### src/rtl/lights_out_game_ctrl.sv
// Game sequencer for the 3x3 lights-out field: clear/scramble, press decoding, move count, win detect.
// Define MOVE_LIMIT_EN to enable the move budget (MAX_MOVES) and the LOST state.
module lights_out_game_ctrl #(
    parameter int unsigned SCRAMBLE_MOVES = 7,
    parameter logic [15:0] LFSR_SEED      = 16'hACE1,
    parameter logic [7:0]  MAX_MOVES      = 8'd40
) (
    input  logic       clk,
    input  logic       rst_n,
    input  logic       ena,
    input  logic [8:0] btn,
    input  logic       start,
    input  logic [8:0] field,
    output logic       cmd_valid,
    output logic [8:0] cmd_onehot,
    output logic       cmd_clear,
    output logic [7:0] move_count,
    output logic       busy,
    output logic       won,
    output logic       lost
);

    typedef enum logic [3:0] {
        IDLE, CLEAR, SCRAMBLE, SSETTLE, PLAY, WAIT, PSETTLE, WIN
`ifdef MOVE_LIMIT_EN
        , LOST
`endif
    } state_t;

    state_t      state_q, state_d;
    logic [15:0] lfsr_q, lfsr_d;
    logic [8:0]  btn_q;
    logic [3:0]  scr_cnt_q, scr_cnt_d;
    logic [7:0]  mc_q, mc_d;
    logic [8:0]  cmd_q, cmd_d;

    logic [3:0]  scr_raw, scr_idx;
    logic [8:0]  scr_onehot;
    logic [8:0]  press;
    logic        press_ok;

    // Right-shifting Galois LFSR for x^16+x^14+x^13+x^11.
    assign lfsr_d     = {1'b0, lfsr_q[15:1]} ^ (lfsr_q[0] ? 16'hB400 : 16'h0000);
    assign scr_raw    = lfsr_q[3:0];
    assign scr_idx    = (scr_raw < 4'd9) ? scr_raw : scr_raw - 4'd9;
    assign scr_onehot = 9'b1 << scr_idx;

    // Only a single fresh rising edge is a legal move; chords are dropped.
    assign press    = btn & ~btn_q;
    assign press_ok = (press != 9'd0) && ((press & (press - 9'd1)) == 9'd0);

    always_comb begin
        // NOTE: every variable gets a default first so no latch is inferred.
        state_d   = state_q;
        scr_cnt_d = scr_cnt_q;
        mc_d      = mc_q;
        cmd_d     = cmd_q;
        case (state_q)
            IDLE:     if (start) state_d = CLEAR;
            CLEAR: begin
                mc_d      = 8'd0;
                scr_cnt_d = 4'(SCRAMBLE_MOVES);
                state_d   = SCRAMBLE;
            end
            SCRAMBLE: begin
                scr_cnt_d = scr_cnt_q - 4'd1;
                if (scr_cnt_q == 4'd1) state_d = SSETTLE;
            end
            SSETTLE:  state_d = (field == 9'd0) ? CLEAR : PLAY;
            PLAY: begin
                if (press_ok) begin
                    cmd_d   = press;
                    mc_d    = (mc_q == 8'hFF) ? mc_q : mc_q + 8'd1;
                    state_d = WAIT;
                end else if (start) begin
                    state_d = CLEAR;
                end
            end
            WAIT:     state_d = PSETTLE;
            PSETTLE: begin
                if (field == 9'd0)           state_d = WIN;
`ifdef MOVE_LIMIT_EN
                else if (mc_q == MAX_MOVES)  state_d = LOST;
`endif
                else                         state_d = PLAY;
            end
            WIN:      if (start) state_d = CLEAR;
`ifdef MOVE_LIMIT_EN
            LOST:     if (start) state_d = CLEAR;
`endif
            default:  state_d = IDLE;
        endcase
    end

    always_ff @(posedge clk) begin
        // NOTE: sequential state uses non-blocking assignments only.
        if (!rst_n) begin
            state_q   <= IDLE;
            lfsr_q    <= LFSR_SEED;
            btn_q     <= 9'd0;
            scr_cnt_q <= 4'd0;
            mc_q      <= 8'd0;
            cmd_q     <= 9'd0;
        end else if (ena) begin
            state_q   <= state_d;
            lfsr_q    <= lfsr_d;
            btn_q     <= btn;
            scr_cnt_q <= scr_cnt_d;
            mc_q      <= mc_d;
            cmd_q     <= cmd_d;
        end
    end

    // Strobes are gated by ena so a frozen controller never re-issues a command.
    always_comb begin
        cmd_valid  = 1'b0;
        cmd_clear  = 1'b0;
        cmd_onehot = 9'd0;
        if (ena) begin
            case (state_q)
                CLEAR:    cmd_clear = 1'b1;
                SCRAMBLE: begin
                    cmd_valid  = 1'b1;
                    cmd_onehot = scr_onehot;
                end
                WAIT: begin
                    cmd_valid  = 1'b1;
                    cmd_onehot = cmd_q;
                end
                default: ;
            endcase
        end
    end

    assign busy       = (state_q == CLEAR) || (state_q == SCRAMBLE) || (state_q == SSETTLE);
    assign won        = (state_q == WIN);
    assign move_count = mc_q;

`ifdef MOVE_LIMIT_EN
    assign lost = (state_q == LOST);
`else
    // Without the move budget MAX_MOVES has no effect and play is unlimited.
    assign lost = 1'b0 & (|MAX_MOVES);
`endif

endmodule
### config.mk
export PLATFORM = sky130hd
export DESIGN_NAME = lights_out_game_ctrl
export DESIGN_NICKNAME = d
export VERILOG_FILES = /design/src/rtl/lights_out_game_ctrl.sv
export SDC_FILE = /design/constraint.sdc
export NUM_CORES = 1
export LEC_CHECK = 0
export CAP_MARGIN = 20
export CORE_UTILIZATION = 48
export DETAILED_ROUTE_END_ITERATION = 12
export GPL_TIMING_DRIVEN = 1
export HOLD_SLACK_MARGIN = 0.15
export PLACE_DENSITY = 0.76
export SYNTH_ARGS = -nofsm -noshare
export SYNTH_HDL_FRONTEND = slang
export SYNTH_SLANG_ARGS = --single-unit
### constraint.sdc
create_clock -name clk -period 2.35 [get_ports clk]
set_input_delay 0.235 -clock clk [delete_from_list [all_inputs] [get_ports clk]]
set_output_delay 0.235 -clock clk [all_outputs]
set_load 0.03 [all_outputs]
==> impl_metrics.yaml <==
logic_synthesis:
  synth_seq_cells: 50
  async_flop_share: 0
  yosys.cell_types.count: 48
  synth_common_cells: "dfxtp_1, nand2_1, nor2b_1, mux2i_1, clkbuf_1"
  ys.flop_type: "dfxtp_1"
  synthesis.nets: 350
  yosysWarnings: 0
  synth_edf_count: 0
  synth.avg_cell_area_um2: 8.45
  yosysMostFrequentCell: "dfxtp_1"
  netlist_top_cells_area: "dfxtp_1, mux2i_1, nor2b_1"
  synth_top_area_share: 0.366
  syn-cell-area_um2: 2740
  yosysSeqAreaShare: 0.366
  yosys.area.top_type: "dfxtp_1"
  netlist_instances: 324
power_and_ir_drop:
  ir_worst_vdd_v: 0.000396
  powerDensity_nw_per_um2: 519
  power_mw: 1.84
  p_leak_nw: 1.48
clock_network:
  cts_root_buffer: "clkbuf_8"
  cts_tree: "built"
  clockBufferDepth: 2
  clk_pin_slew_worst_paths_ps: 90
  insertion_delay_ps: 300
  cts_made_buffers: 5
  cts_max_level: 2
  cts_sinks: 50
  cts_hold_buf: 0
layout:
  layout.cells.non_filler: 457
  n_fill_cell: 478
  fin_nets: 410
  diodes: 0
  drive_gt1_frac: 0.208
  final_area_um2: 3550
  syn2layout_area_growth_pct: 29.7
routing:
  drtAntennaViolNets: 0
  wl_per_cell_um: 13.7
  drc_errors: 0
  firstDrtPassIters: 6
  viasPerCell: 5.45
  routed_wl_mm: 6.26
  first_iter_violations: 116
  vias: 2492
placement:
  dp_slack_ps: -505
  port-buffer-count: 42
  dp_cells: 444
  hpwl_mm: 4.35
  place_area_um2: 3330
  place_congestion: 0.843
critical_path:
  crit_chain: "nor2b_4 -> or4_4 -> o31a_1 -> or3_4 -> or3_4 -> buf_6 -> mux2i_1"
  crit_arrival_ps: 2570
  critPathMaxFanout: 5
  r2r_end: "cmd_q[6]"
  reg2reg_slack_ps: -30
  cpMaxStageDelayCell: "or4_4"
  r2r_start: "btn_q[2]"
  r2r_cells: 7
  setup.worst_path.class: "reg -> reg"
  timing.critical_path.mode_cell: "or3_4"
  cp-end-kind: "flop"
  cp_top_family: "simple AND/OR/NAND/NOR gates"
  setup.worst_path.start_class: "flop"
  max_stage_delay_ps: 530
  critical_path_required_ps: 2540
  path_buf_inv: 1
global_routing:
  grt_max_degree: 54
  antenna_found_initial: 0
  first_global_vias: 2318
  grt-ovfl-total: 0
  grt_usage: 0.215
  grt_pass1_wl_mm: 10.4
timing:
  finalClockSkew_ps: 6.78
  worst_slack_ps: -33.0
  finalCriticalPeriod_ps: 2380
  setup_violations: 10
  worst_pin_slew_ps: 543
  rsz0062_at_grt: "yes"
  slew_headroom: 0.635
  slew_viol_final: 0
  hold_viol_final: 0
  fin_crit_sh: 1.01
  timing.fmax_ghz: 0.420
die:
  pin_count: 44
  fp-row-count: 27
  die_y_um: 77.5
  core-area_um2: 5510
  die-area_um2: 6010
  start_util: 0.497
  chipWidth_um: 77.5
hold_path:
  worstHoldStart: "btn[6]"
  min_path_cells: 3
  min_to: "btn_q[6]"
  hold_class: "in -> reg"
run_status:
  outcome: "finished with violations"
  violations: "setup timing"
flow_run:
  max_cap_violations: 0
flip-flops by register name, indices dropped and copies added (netlist names):
signal / flops
move_count: 8
scr_cnt_q: 4
cmd_q: 9
lfsr_q: 16
state_q: 4
btn_q: 9
logic make-up after synthesis:
kind of cell | Yosys count | share of synthesized area
adder cells (fa/ha/maj) | 4 | 0.0183
buffers and inverters | 29 | 0.0466
XOR/XNOR | 5 | 0.0160
AO/OA/AOI/OAI | 57 | 0.143
AND/OR/NAND/NOR | 145 | 0.288
flip-flops | 50 | 0.366
other | 1 | 0.00137
multiplexers | 33 | 0.121
worst min-delay path: cells and delay by family:
kind | cells | cell delay [ps]
and+or+nand+nor | 1 | 100
muxes | 1 | 80
buffers and inverters | 1 | 110
power breakdown:
part           switching, mW  internal (mW)  leakage (nW)  total (mW)
sequential            0.0262          0.883         0.410       0.909
combinational          0.153          0.160          1.02       0.314
clock                  0.302          0.317        0.0504       0.619
area by class of cell:
class | instances | area (um^2) | share of cell area
sequential | 50 | 1000 | 0.283
inverter | 9 | 33.8 | 0.00952
clock inverter | 3 | 45.0 | 0.0127
clock buffer | 5 | 68.8 | 0.0194
timing repair buffer | 72 | 619 | 0.174
tap | 72 | 90.1 | 0.0254
multi-input combinational | 246 | 1690 | 0.476
timing repair:
item                                    in CTS  in global routing
gates resized for setup                     18                 13
gates cloned                                 2                  0
pin swaps                                    5                  5
endpoints found under the hold margin        0                  0
endpoints found under the setup margin      22                 25
buffers inserted                             2                  1
cells in the final DEF (no fill, tap or decap), types with 4 or more instances in the layout:
cell and instances:
nor2_1 11, clkbuf_8 5, inv_1 8, or3_4 5, a22oi_1 9, nand2_1 45, nor3_1 5, o21ai_0 9
nor2b_4 4, nand3_1 16, nor2b_1 27, o211ai_1 7, mux2i_1 33, buf_4 39, nor2b_2 5, a21oi_1 7
clkdlybuf4s50_1 26, dfxtp_1 47, o211a_1 4
how the worst max path moves through the flow:
| stage | slack, ps | endpoint | from | depth (start not counted) |
|---|---|---|---|---|
| 4_1_cts | -10 | cmd_q[6] | btn_q[2] | 7 |
| 6_report | -30 | cmd_q[6] | btn_q[2] | 7 |
| 3_5_place_dp | -500 | cmd_q[6] | btn[1] | 8 |
| 2_1_floorplan | 9 | cmd_onehot[8] | lfsr_q[0] | 8 |
| 3_3_place_gp | -470 | cmd_q[7] | btn[1] | 8 |
| 5_1_grt | -80 | cmd_q[4] | btn_q[2] | 7 |
through the flow:
stage          utilization  hold slack, ps  TNS [ps]
2_1_floorplan            -             404         0
3_3_place_gp         0.604             451     -7480
3_5_place_dp         0.604             461     -7910
4_1_cts              0.638             315     -19.5
5_1_grt              0.645             297      -521
6_report             0.645             257      -167
metal layers:
metal / up-vias / global-route usage / routed length (um)
met5: - / 0 / 0
met2: 64 / 0.369 / 3000
met4: 0 / 0.0736 / 106
met3: 10 / 0.0435 / 291
li1: 1259 / - / -
met1: 1159 / 0.264 / 2850
No activity file was read; power rests on OpenSTA's default activity.
